===== src/rtl/apb_slave_mem_pkg.sv =====
// Shared types and widths for the APB completer slice.
package apb_pkg;

    localparam int APB_ADDR_W = 8;
    localparam int APB_DATA_W = 8;
    // Wide enough for WAIT_CYCLES up to 15.
    localparam int APB_CNT_W  = 4;

    typedef enum logic {
        IDLE   = 1'b0,
        ACCESS = 1'b1
    } apb_state_e;

endpackage


===== src/rtl/apb_slave_mem_if.sv =====
// APB bus bundle between the bridge (master side) and one completer (slave side).
interface apb_slave_mem_if
    import apb_pkg::*;
#(
    parameter int ADDR_WIDTH = APB_ADDR_W,
    parameter int DATA_WIDTH = APB_DATA_W
);

    logic                  PSEL;
    logic                  PENABLE;
    logic                  PWRITE;
    logic [ADDR_WIDTH-1:0] PADDR;
    logic [DATA_WIDTH-1:0] PWDATA;
    logic [DATA_WIDTH-1:0] PRDATA;
    logic                  PREADY;
    logic                  PSLVERR;

    modport master (
        output PSEL, PENABLE, PWRITE, PADDR, PWDATA,
        input  PRDATA, PREADY, PSLVERR
    );

    modport slave (
        input  PSEL, PENABLE, PWRITE, PADDR, PWDATA,
        output PRDATA, PREADY, PSLVERR
    );

endinterface


===== src/rtl/apb_slave_mem_regfile.sv =====
// DEPTH x DATA_WIDTH flop array: one synchronous write port, one combinational read port.
module apb_slave_regfile #(
    parameter int DEPTH      = 64,
    parameter int DATA_WIDTH = 8,
    parameter int IDX_W      = 6
) (
    input  logic                  i_clk,
    input  logic                  i_rst_n,
    input  logic                  i_we,
    input  logic [IDX_W-1:0]      i_waddr,
    input  logic [DATA_WIDTH-1:0] i_wdata,
    input  logic [IDX_W-1:0]      i_raddr,
    output logic [DATA_WIDTH-1:0] o_rdata
);

    logic [DATA_WIDTH-1:0] r_mem [DEPTH];

    // Storage: whole array clears on reset, single word written per cycle.
    always_ff @(posedge i_clk or negedge i_rst_n) begin
        if (!i_rst_n) begin
            for (int i = 0; i < DEPTH; i++) begin
                r_mem[i] <= '0;
            end
        end else if (i_we) begin
            r_mem[i_waddr] <= i_wdata;
        end
    end

    assign o_rdata = r_mem[i_raddr];

endmodule


===== src/rtl/apb_slave_mem.sv =====
// APB completer terminating one PSEL line of the bridge, backed by a local register file.
//
// state  | meaning
// -------+-----------------------------------------------------------
// IDLE   | no transfer; waits for setup (PSEL=1, PENABLE=0)
// ACCESS | transfer captured; counts wait states, then completes
module apb_slave_mem
    import apb_pkg::*;
#(
    parameter int ADDR_WIDTH  = APB_ADDR_W,
    parameter int DATA_WIDTH  = APB_DATA_W,
    parameter int DEPTH       = 64,
    parameter int WAIT_CYCLES = 1
) (
    input  logic              PCLK,
    input  logic              RST,
    apb_slave_mem_if.slave    bus
);

    localparam int IDX_W = (DEPTH > 1) ? $clog2(DEPTH) : 1;
    // One extra bit so DEPTH == 2**ADDR_WIDTH still compares correctly.
    localparam logic [ADDR_WIDTH:0]    DEPTH_LIM = (ADDR_WIDTH + 1)'(DEPTH);
    localparam logic [APB_CNT_W-1:0]   WAIT_LOAD = APB_CNT_W'(WAIT_CYCLES);

    apb_state_e            r_state;
    logic [APB_CNT_W-1:0]  r_cnt;
    // Only the index bits are kept; anything above them is folded into r_err at setup.
    logic [IDX_W-1:0]      r_addr;
    logic                  r_wr;
    logic                  r_err;
    logic [DATA_WIDTH-1:0] r_wdata;

    logic                  w_setup;
    logic                  w_ready;
    logic                  w_we;
    logic [DATA_WIDTH-1:0] w_rdata;

    assign w_setup = (r_state == IDLE) && bus.PSEL && !bus.PENABLE;
    assign w_ready = (r_state == ACCESS) && (r_cnt == '0) && bus.PSEL;
    assign w_we    = w_ready && r_wr && !r_err;

    // Transfer FSM with wait counter and setup-phase capture registers.
    always_ff @(posedge PCLK or negedge RST) begin
        if (!RST) begin
            r_state <= IDLE;
            r_cnt   <= '0;
            r_addr  <= '0;
            r_wr    <= 1'b0;
            r_err   <= 1'b0;
            r_wdata <= '0;
        end else begin
            case (r_state)
                IDLE: begin
                    // PSEL with PENABLE already high is not a setup; it is ignored.
                    if (w_setup) begin
                        r_addr  <= bus.PADDR[IDX_W-1:0];
                        r_wr    <= bus.PWRITE;
                        r_wdata <= bus.PWDATA;
                        r_err   <= ({1'b0, bus.PADDR} >= DEPTH_LIM);
                        r_cnt   <= WAIT_LOAD;
                        r_state <= ACCESS;
                    end
                end
                ACCESS: begin
                    if (!bus.PSEL) begin
                        r_state <= IDLE;
                    end else if (r_cnt != '0) begin
                        r_cnt <= r_cnt - APB_CNT_W'(1);
                    end else begin
                        r_state <= IDLE;
                    end
                end
                default: r_state <= IDLE;
            endcase
        end
    end

    apb_slave_regfile #(
        .DEPTH      (DEPTH),
        .DATA_WIDTH (DATA_WIDTH),
        .IDX_W      (IDX_W)
    ) u_regfile (
        .i_clk   (PCLK),
        .i_rst_n (RST),
        .i_we    (w_we),
        .i_waddr (r_addr),
        .i_wdata (r_wdata),
        .i_raddr (r_addr),
        .o_rdata (w_rdata)
    );

    assign bus.PREADY  = w_ready;
    assign bus.PSLVERR = w_ready && r_err;
    assign bus.PRDATA  = (w_ready && !r_wr && !r_err) ? w_rdata : '0;

endmodule

===== src/flat_wrapper.sv =====
// flat-port wrapper written by rule: the top's interface ports become plain ports
module apb_slave_mem_flat import apb_pkg::*;
#(
    parameter int ADDR_WIDTH  = APB_ADDR_W,
    parameter int DATA_WIDTH  = APB_DATA_W,
    parameter int DEPTH       = 64,
    parameter int WAIT_CYCLES = 1
)
  (PCLK, RST, bus_PSEL, bus_PENABLE, bus_PWRITE, bus_PADDR, bus_PWDATA, bus_PRDATA, bus_PREADY, bus_PSLVERR);
  apb_slave_mem_if #(.ADDR_WIDTH(ADDR_WIDTH), .DATA_WIDTH(DATA_WIDTH)) bus_i ();
  input  logic PCLK;
  input  logic RST;
  input wire logic [$bits(bus_i.PSEL)-1:0] bus_PSEL;
  input wire logic [$bits(bus_i.PENABLE)-1:0] bus_PENABLE;
  input wire logic [$bits(bus_i.PWRITE)-1:0] bus_PWRITE;
  input wire logic [$bits(bus_i.PADDR)-1:0] bus_PADDR;
  input wire logic [$bits(bus_i.PWDATA)-1:0] bus_PWDATA;
  output wire logic [$bits(bus_i.PRDATA)-1:0] bus_PRDATA;
  output wire logic [$bits(bus_i.PREADY)-1:0] bus_PREADY;
  output wire logic [$bits(bus_i.PSLVERR)-1:0] bus_PSLVERR;
  assign bus_i.PSEL = bus_PSEL;
  assign bus_i.PENABLE = bus_PENABLE;
  assign bus_i.PWRITE = bus_PWRITE;
  assign bus_i.PADDR = bus_PADDR;
  assign bus_i.PWDATA = bus_PWDATA;
  assign bus_PRDATA = bus_i.PRDATA;
  assign bus_PREADY = bus_i.PREADY;
  assign bus_PSLVERR = bus_i.PSLVERR;
  apb_slave_mem #(.ADDR_WIDTH(ADDR_WIDTH), .DATA_WIDTH(DATA_WIDTH), .DEPTH(DEPTH), .WAIT_CYCLES(WAIT_CYCLES)) u_core (.PCLK(PCLK), .RST(RST), .bus(bus_i));
endmodule

===== config.mk =====
export PLATFORM = sky130hd
export DESIGN_NAME = apb_slave_mem_flat
export DESIGN_NICKNAME = d
export VERILOG_FILES = /design/src/rtl/apb_slave_mem_pkg.sv /design/src/rtl/apb_slave_mem_if.sv /design/src/rtl/apb_slave_mem_regfile.sv /design/src/rtl/apb_slave_mem.sv /design/src/flat_wrapper.sv
export SDC_FILE = /design/constraint.sdc
export NUM_CORES = 1
export LEC_CHECK = 0
export ABC_CLOCK_PERIOD_IN_PS = 5600
export BUFFER_PORTS_ARGS = -buffer_cell sky130_fd_sc_hd__buf_4
export CORE_MARGIN = 3
export CORE_UTILIZATION = 25
export CTS_BUF_LIST = sky130_fd_sc_hd__clkbuf_4
export DETAILED_ROUTE_END_ITERATION = 8
export MAX_ROUTING_LAYER = met4
export SLEW_MARGIN = 40
export SYNTH_ARGS = -nofsm -noshare
export SYNTH_HDL_FRONTEND = slang
export SYNTH_SLANG_ARGS = --single-unit

===== constraint.sdc =====
create_clock -name PCLK -period 5.6 [get_ports PCLK]
set_input_delay 0.84 -clock PCLK [delete_from_list [all_inputs] [get_ports PCLK]]
set_output_delay 0.84 -clock PCLK [all_outputs]
set_load 0.005 [all_outputs]

==> impl_metrics.py, run 1 <==
metrics = {
    "outcome": {
        "status": "finished clean",
    },
    "sta": {
        "worst_pin_slew_ns": 0.884,
        "slew_headroom_pct": 41.0,
        "fin_crit_ns": 5.41,
        "fin_crit_sh_pct": 96.6,
        "fmax_mhz": 185,
        "hold_viol": 0,
        "rsz0062_at_grt": "false",
        "skew_ns": 0.0770,
        "slew_viol_final": 0,
        "holdWs_ns": 0.128,
        "setup_viol": 0,
        "fin_setup_tns_ns": 0,
    },
    "detailed_routing": {
        "ant_nets": 0,
        "wl_per_cell_um": 23.6,
        "vias_per_cell": 5.18,
        "drt_first_pass_iters": 5,
        "drt_iter0_drc": 1467,
        "wl_um": 77000,
        "vias": 16900,
        "post-route-drc-count": 0,
    },
    "finish": {
        "drive_gt1_share_pct": 48.0,
        "nFillCells": 9632,
        "finalNetCount": 1923,
        "final_area_mm2": 0.0281,
        "layout_common_cells": "mux2_2, dfrtp_1, clkbuf_4",
        "final_common_cell": "mux2_2",
        "fin_cells": 3261,
        "fin_util_pct": 29.3,
        "area_growth_pct": 15.6,
    },
    "logic_synthesis": {
        "synth_top_area_share_pct": 54.9,
        "synth.distinct_cells": 54,
        "synth_flop_cell": "dfrtp_1",
        "ys_warn_count": 0,
        "synth-edff-count": 0,
        "synth.avg_cell_area_um2": 13.4,
        "synthCells": 1818,
        "synth_fp_nets": 1840,
        "yosys-top-cells-area": "dfrtp_1, mux2_2, a221oi_1, a22oi_1, clkbuf_1",
        "ys_seq_elements": 533,
        "ys_seq_area_share_pct": 54.9,
        "synthArstFlopShare_pct": 100,
        "synthesis.area_mm2": 0.0243,
        "yosysTopAreaCell": "dfrtp_1",
    },
    "place": {
        "place_area_mm2": 0.0261,
        "hpwl_um": 48600,
        "numPortBuffers": 30,
        "gp_congestion": 0.892,
        "dpl.cell_count": 3006,
    },
    "grt": {
        "antenna_found_initial": 2,
        "grt_max_degree": 159,
        "gr-usage-all-layers_pct": 15.5,
        "grt_pass1_vias": 18000,
        "gr-total-overflow": 0,
        "grt_pass1_wl_um": 116000,
    },
    "worst_setup_path": {
        "crit_chain": "and2_2 > buf_12 > a221oi_1 > nor3_1 > a2111oi_0 > and3_1 > a31oi_1 > buf_4",
        "cp-start-kind": "flip-flop",
        "required_ns": 4.76,
        "crit_type": "reg2out",
        "r2r_start": "u_core.r_cnt[0]",
        "cp.arrival_ns": 4.57,
        "crit_start": "u_core.r_addr[0]",
        "cp_slowest_cell": "dfrtp_4",
        "max_stage_delay_ns": 0.71,
        "crit_fanout": 33,
        "worstSetupEndpointType": "output port",
    },
    "job": {
        "cap_violations": 0,
    },
    "pwr": {
        "ir_worst_vdd_mv": 0.292,
        "leakage_nw": 13.3,
        "pwr_density_cell_mw_per_mm2": 329,
    },
    "clock_network": {
        "cts_root_buf": "clkbuf_4",
        "cts.repair.resized": 0,
        "insertion_delay_ns": 1.01,
        "clk_pin_slew_ns": 0.07,
        "cts_tree": "built",
        "cts.path.max_buffers": 3,
        "clock-sinks": 533,
        "htree_levels": 4,
        "numCtsBuffers": 142,
    },
    "worst_hold_path": {
        "min_from": "bus_PWRITE",
        "hold_class": "in2reg",
    },
    "floorplanning": {
        "initial_core_util_pct": 25.4,
        "num_rows": 113,
        "core-area_mm2": 0.0957,
        "die_h_um": 318,
        "dieArea_mm2": 0.101,
        "boundaryPins": 31,
        "fp.dieW_um": 318,
    },
}
==> cells in the mapped netlist (all sizes together) (2+ instances only) <==
master / n
mux2: 547
dfrtp: 533
clkbuf: 126
a221oi: 118
nand2: 94
nor2: 69
a22oi: 67
o21ai: 45
buf: 27
mux2i: 22
a21oi: 18
o22ai: 17
mux4: 15
nor3: 14
a31oi: 10
nor2b: 9
o221ai: 9
nand3: 8
a22o: 6
and3: 6
inv: 6
a221o: 4
and2: 4
and4: 4
a32oi: 3
nand2b: 3
nor3b: 3
o2111a: 3
o22a: 3
o32ai: 3
a41oi: 2
o211a: 2
o31a: 2
or3b: 2
xor2: 2
==> cell type report <==
cell class	count	area, um^2	area share, %
clock inverters	35	285	1.02
inverters	6	22.5	0.0802
multi-input cells	1126	10400	37.2
repair buffers	92	877	3.12
clock buffers	200	1500	5.35
flip-flops and latches	533	13400	47.6
well taps	1265	1580	5.64
diodes	4	10.0	0.0356
==> critical path, delay by kind of cell (launching register included) <==
kind                   cells  cell delay (ns)
DFF                        1             0.71
and+or+nand+nor            3             0.99
buffers and inverters      2             0.53
AOI/OAI and AO/OA          3             1.26
==> where the power goes <==
| group | switching (mW) | internal (mW) | total, mW | leakage [nW] |
|---|---|---|---|---|
| logic | 1.16 | 0.434 | 1.60 | 4.84 |
| clock network | 1.68 | 1.83 | 3.52 | 1.05 |
| registers | 0.220 | 3.92 | 4.14 | 7.39 |
| total | 3.07 | 6.18 | 9.25 | 13.3 |
==> final timing paths <==
path | to | slack [ns] | cells after the start
max | bus_PRDATA[2] | 0.19 | 8
min | u_core.r_wr | 0.13 | 2
max reg2reg | u_core.u_regfile.r_mem[206] | 1.75 | 8
min reg2reg | u_core.u_regfile.r_mem[247] | 0.49 | 1
max in group asynchronous | u_core.u_regfile.r_mem[193] | 3.74 | 5
min in group asynchronous | u_core.u_regfile.r_mem[389] | 0.36 | 2
==> registers in the layout (all words and copies together), names as in the netlist <==
register / cells
u_core.r_state: 1
u_core.r_addr: 6
u_core.r_cnt: 4
u_core.r_err: 1
u_core.r_wr: 1
u_core.r_wdata: 8
u_core.u_regfile.r_mem: 512
==> stage by stage <==
step                      total power, mW  worst slack [ns]
after global routing                 9.66            0.0508
after CTS                            9.33           0.00978
after floorplan                      4.97              2.48
final                                9.25             0.192
after global placement               5.73              1.20
after detailed placement             5.77              1.15
==> metal layers <==
layer | vias up | track usage (%) | share of wire [%]
li1 | 7089 | - | -
met5 | - | - | 0
met2 | 726 | 23.3 | 46
met4 | 0 | 7.52 | 4.1
met3 | 176 | 4.12 | 7.4
met1 | 8891 | 19.4 | 43
==> logic make-up (layout without fill, tap and decap cells) <==
logic type      count (synthesis)  count (layout)  synth area share (%)
mux                           584             584                  27.7
flops                         533             533                  54.9
compound gates                318             318                  9.92
simple gates                  221             221                  4.81
buf+inv                       159             333                  2.49
xor+xnor                        2               2                0.0721
fa+ha+maj                       1               1                0.0515
other cells                     0               4                     0
==> repair_timing <==
| item | CTS | global route |
|---|---|---|
| hold endpoints to repair | 98 | 0 |
| hold buffers | 10 | 0 |
| setup endpoints to repair | 0 | 1 |
| buffers inserted | 0 | 2 |
No activity file was read; power rests on OpenSTA's default activity.
==> inputs of run 2 (changes only) <==
--- a/config.mk
+++ b/config.mk
@@ -8,11 +8,13 @@
 export ABC_CLOCK_PERIOD_IN_PS = 5600
 export BUFFER_PORTS_ARGS = -buffer_cell sky130_fd_sc_hd__buf_4
 export CORE_MARGIN = 3
-export CORE_UTILIZATION = 25
+export CORE_UTILIZATION = 53
 export CTS_BUF_LIST = sky130_fd_sc_hd__clkbuf_4
 export DETAILED_ROUTE_END_ITERATION = 8
+export GPL_ROUTABILITY_DRIVEN = 0
 export MAX_ROUTING_LAYER = met4
-export SLEW_MARGIN = 40
+export PLACE_DENSITY = 0.69
+export SLEW_MARGIN = 0
 export SYNTH_ARGS = -nofsm -noshare
 export SYNTH_HDL_FRONTEND = slang
 export SYNTH_SLANG_ARGS = --single-unit
==> run 2 against run 1 <==
Sequential power is essentially flat. Sequential share of layout area grew 1.7 points. Hold slack lost 0.048 ns. Maximum frequency grew 1.8%. Core utilization grew 31 points. Critical path depth is the same. Combinational power shrank 3%. Count of clock-buffer cells in the layout grew 30. Design area shrank 3.5%. Clock skew shrank 0.023 ns. Die area shrank 52%. Largest cell class unchanged.
==> impl_metrics.py, run 2 (synthesis gave the netlist of run 1 again) <==
metrics = {
    "outcome": {
        "status": "finished clean",
    },
    "floorplanning": {
        "initial_core_util_pct": 54.3,
        "num_rows": 77,
        "dieArea_mm2": 0.0484,
        "boundaryPins": 31,
        "core-area_mm2": 0.0447,
        "fp.dieW_um": 220,
        "die_h_um": 220,
    },
    "worst_hold_path": {
        "min_from": "bus_PWDATA[2]",
        "whs_endpoint": "u_core.r_wdata[2]",
        "hold_class": "in2reg",
        "holdPathStages": 2,
    },
    "clock_network": {
        "htree_levels": 4,
        "clock-sinks": 533,
        "clk_pin_slew_ns": 0.07,
        "cts.repair.resized": 0,
        "cts_tree": "built",
        "numCtsBuffers": 143,
        "cts_setup_buffers": 0,
        "cts.path.max_buffers": 3,
        "insertion_delay_ns": 1.01,
        "holdBufCountCts": 2,
        "cts_root_buf": "clkbuf_4",
    },
    "worst_setup_path": {
        "cp-start-kind": "flip-flop",
        "cp.arrival_ns": 4.47,
        "r2r-end": "u_core.u_regfile.r_mem[434]",
        "reg2regPathDepth": 8,
        "crit_fanout": 43,
        "required_ns": 4.76,
        "worstSetupEndpointType": "output port",
        "r2r_start": "u_core.r_cnt[0]",
        "r2r_slack_ns": 1.73,
        "crit_type": "reg2out",
    },
    "finish": {
        "area_growth_pct": 11.5,
        "top_register": "u_core.u_regfile.r_mem",
        "nFillCells": 3561,
        "finalNetCount": 1906,
        "drive_gt1_share_pct": 48.6,
        "final_common_cell": "mux2_2",
        "layout_common_cells": "mux2_2, dfrtp_1, clkbuf_4",
        "top_regs": "u_core.u_regfile.r_mem: 512 flops, u_core.r_wdata: 8 flops, u_core.r_addr: 6 flops",
        "largest_reg_flops": 512,
    },
    "grt": {
        "grt_pass1_vias": 17500,
        "gr-usage-all-layers_pct": 31.0,
        "grt_max_degree": 176,
        "gr-total-overflow": 0,
        "grt_pass1_wl_um": 108000,
        "antenna_found_initial": 2,
    },
    "place": {
        "numPortBuffers": 30,
        "hpwl_um": 43800,
    },
    "detailed_routing": {
        "post-route-drc-count": 0,
        "vias": 17000,
        "vias_per_cell": 6.58,
        "drt_first_pass_iters": 6,
        "wl_per_cell_um": 27.4,
        "wl_um": 70800,
        "ant_nets": 0,
        "drt_iter0_drc": 1618,
    },
    "pwr": {
        "leakage_nw": 13.2,
        "pwr_density_cell_mw_per_mm2": 342,
        "ir_worst_vdd_mv": 0.267,
        "power_mw": 9.26,
    },
    "sta": {
        "fmax_mhz": 188,
        "worst_pin_slew_ns": 1.02,
        "fin_crit_ns": 5.31,
        "fin_crit_sh_pct": 94.9,
        "setup_viol": 0,
        "skew_ns": 0.0540,
        "hold_viol": 0,
        "slew_headroom_pct": 30.4,
        "fin_setup_tns_ns": 0,
        "rsz0062_at_grt": "false",
        "slew_viol_final": 0,
    },
    "job": {
        "cap_violations": 0,
    },
}
[run 2: changes by cell type in the layout (fill, tap and decap cells not counted), sizes merged]
cell,change
buf,-10
bufinv,-1
clkinvlp,+1
dlygate4sd3,-8
inv,-1
clkbuf,+30
clkinv,-15
[run 2: per-layer routing]
layer | up-vias | track usage, % | wire length [um]
met5 | - | - | 0
met3 | 184 | 7.56 | 5790
met2 | 774 | 45.2 | 32200
li1 | 7069 | - | -
met4 | 0 | 13.6 | 2590
met1 | 8970 | 41.7 | 30200
[run 2: area by class of cell]
| type | instances | area (um^2) | area share [%] |
|---|---|---|---|
| antenna | 4 | 10.0 | 0.0370 |
| clock buffer | 230 | 1730 | 6.37 |
| clock inverter | 19 | 161 | 0.596 |
| inverter | 6 | 22.5 | 0.0831 |
| multi-input combinational | 1126 | 10400 | 38.4 |
| sequential | 533 | 13400 | 49.3 |
| tap | 592 | 741 | 2.73 |
| timing repair buffer | 74 | 656 | 2.42 |
[run 2: critical path, cell delays in order (launching register included)]
cell and delay, ns:
dfrtp_4 0.82, and2_2 0.83, buf_4 0.35, a22oi_1 0.11
o32ai_1 0.27, nor3_1 0.16, and3_1 0.22, a31oi_1 0.47
buf_4 0.22
[run 2: how the worst max path moves through the flow]
stage                                start       endpoint  slack, ns  cells after the start
after detailed placement  u_core.r_addr[1]  bus_PRDATA[6]       1.40                      8
after global routing      u_core.r_addr[1]  bus_PRDATA[6]       0.09                      8
after global placement    u_core.r_addr[1]  bus_PRDATA[6]       1.42                      8
final                     u_core.r_addr[1]  bus_PRDATA[6]       0.29                      8
after CTS                 u_core.r_addr[1]  bus_PRDATA[6]       0.29                      8
after floorplan           u_core.r_addr[0]  bus_PRDATA[6]       2.48                      9
[run 2: metrics by stage]
stage	utilization (%)	worst slack, ns	cells	instance area (um^2)	hold WS, ns
3_3_place_gp	56.3	1.42	2329	25200	0.475
5_1_grt	60.6	0.0944	2584	27100	0.0294
3_5_place_dp	56.3	1.40	2329	25200	0.489
4_1_cts	60.6	0.294	2580	27100	0.000656
6_report	60.6	0.287	2584	27100	0.0799
2_1_floorplan	-	2.48	1818	24300	0.460
[run 2: power by group]
group	total (mW)	switching (mW)	internal [mW]
sequential	4.11	0.191	3.92
clock	3.60	1.62	1.98
combinational	1.55	1.14	0.411
total	9.26	2.95	6.31
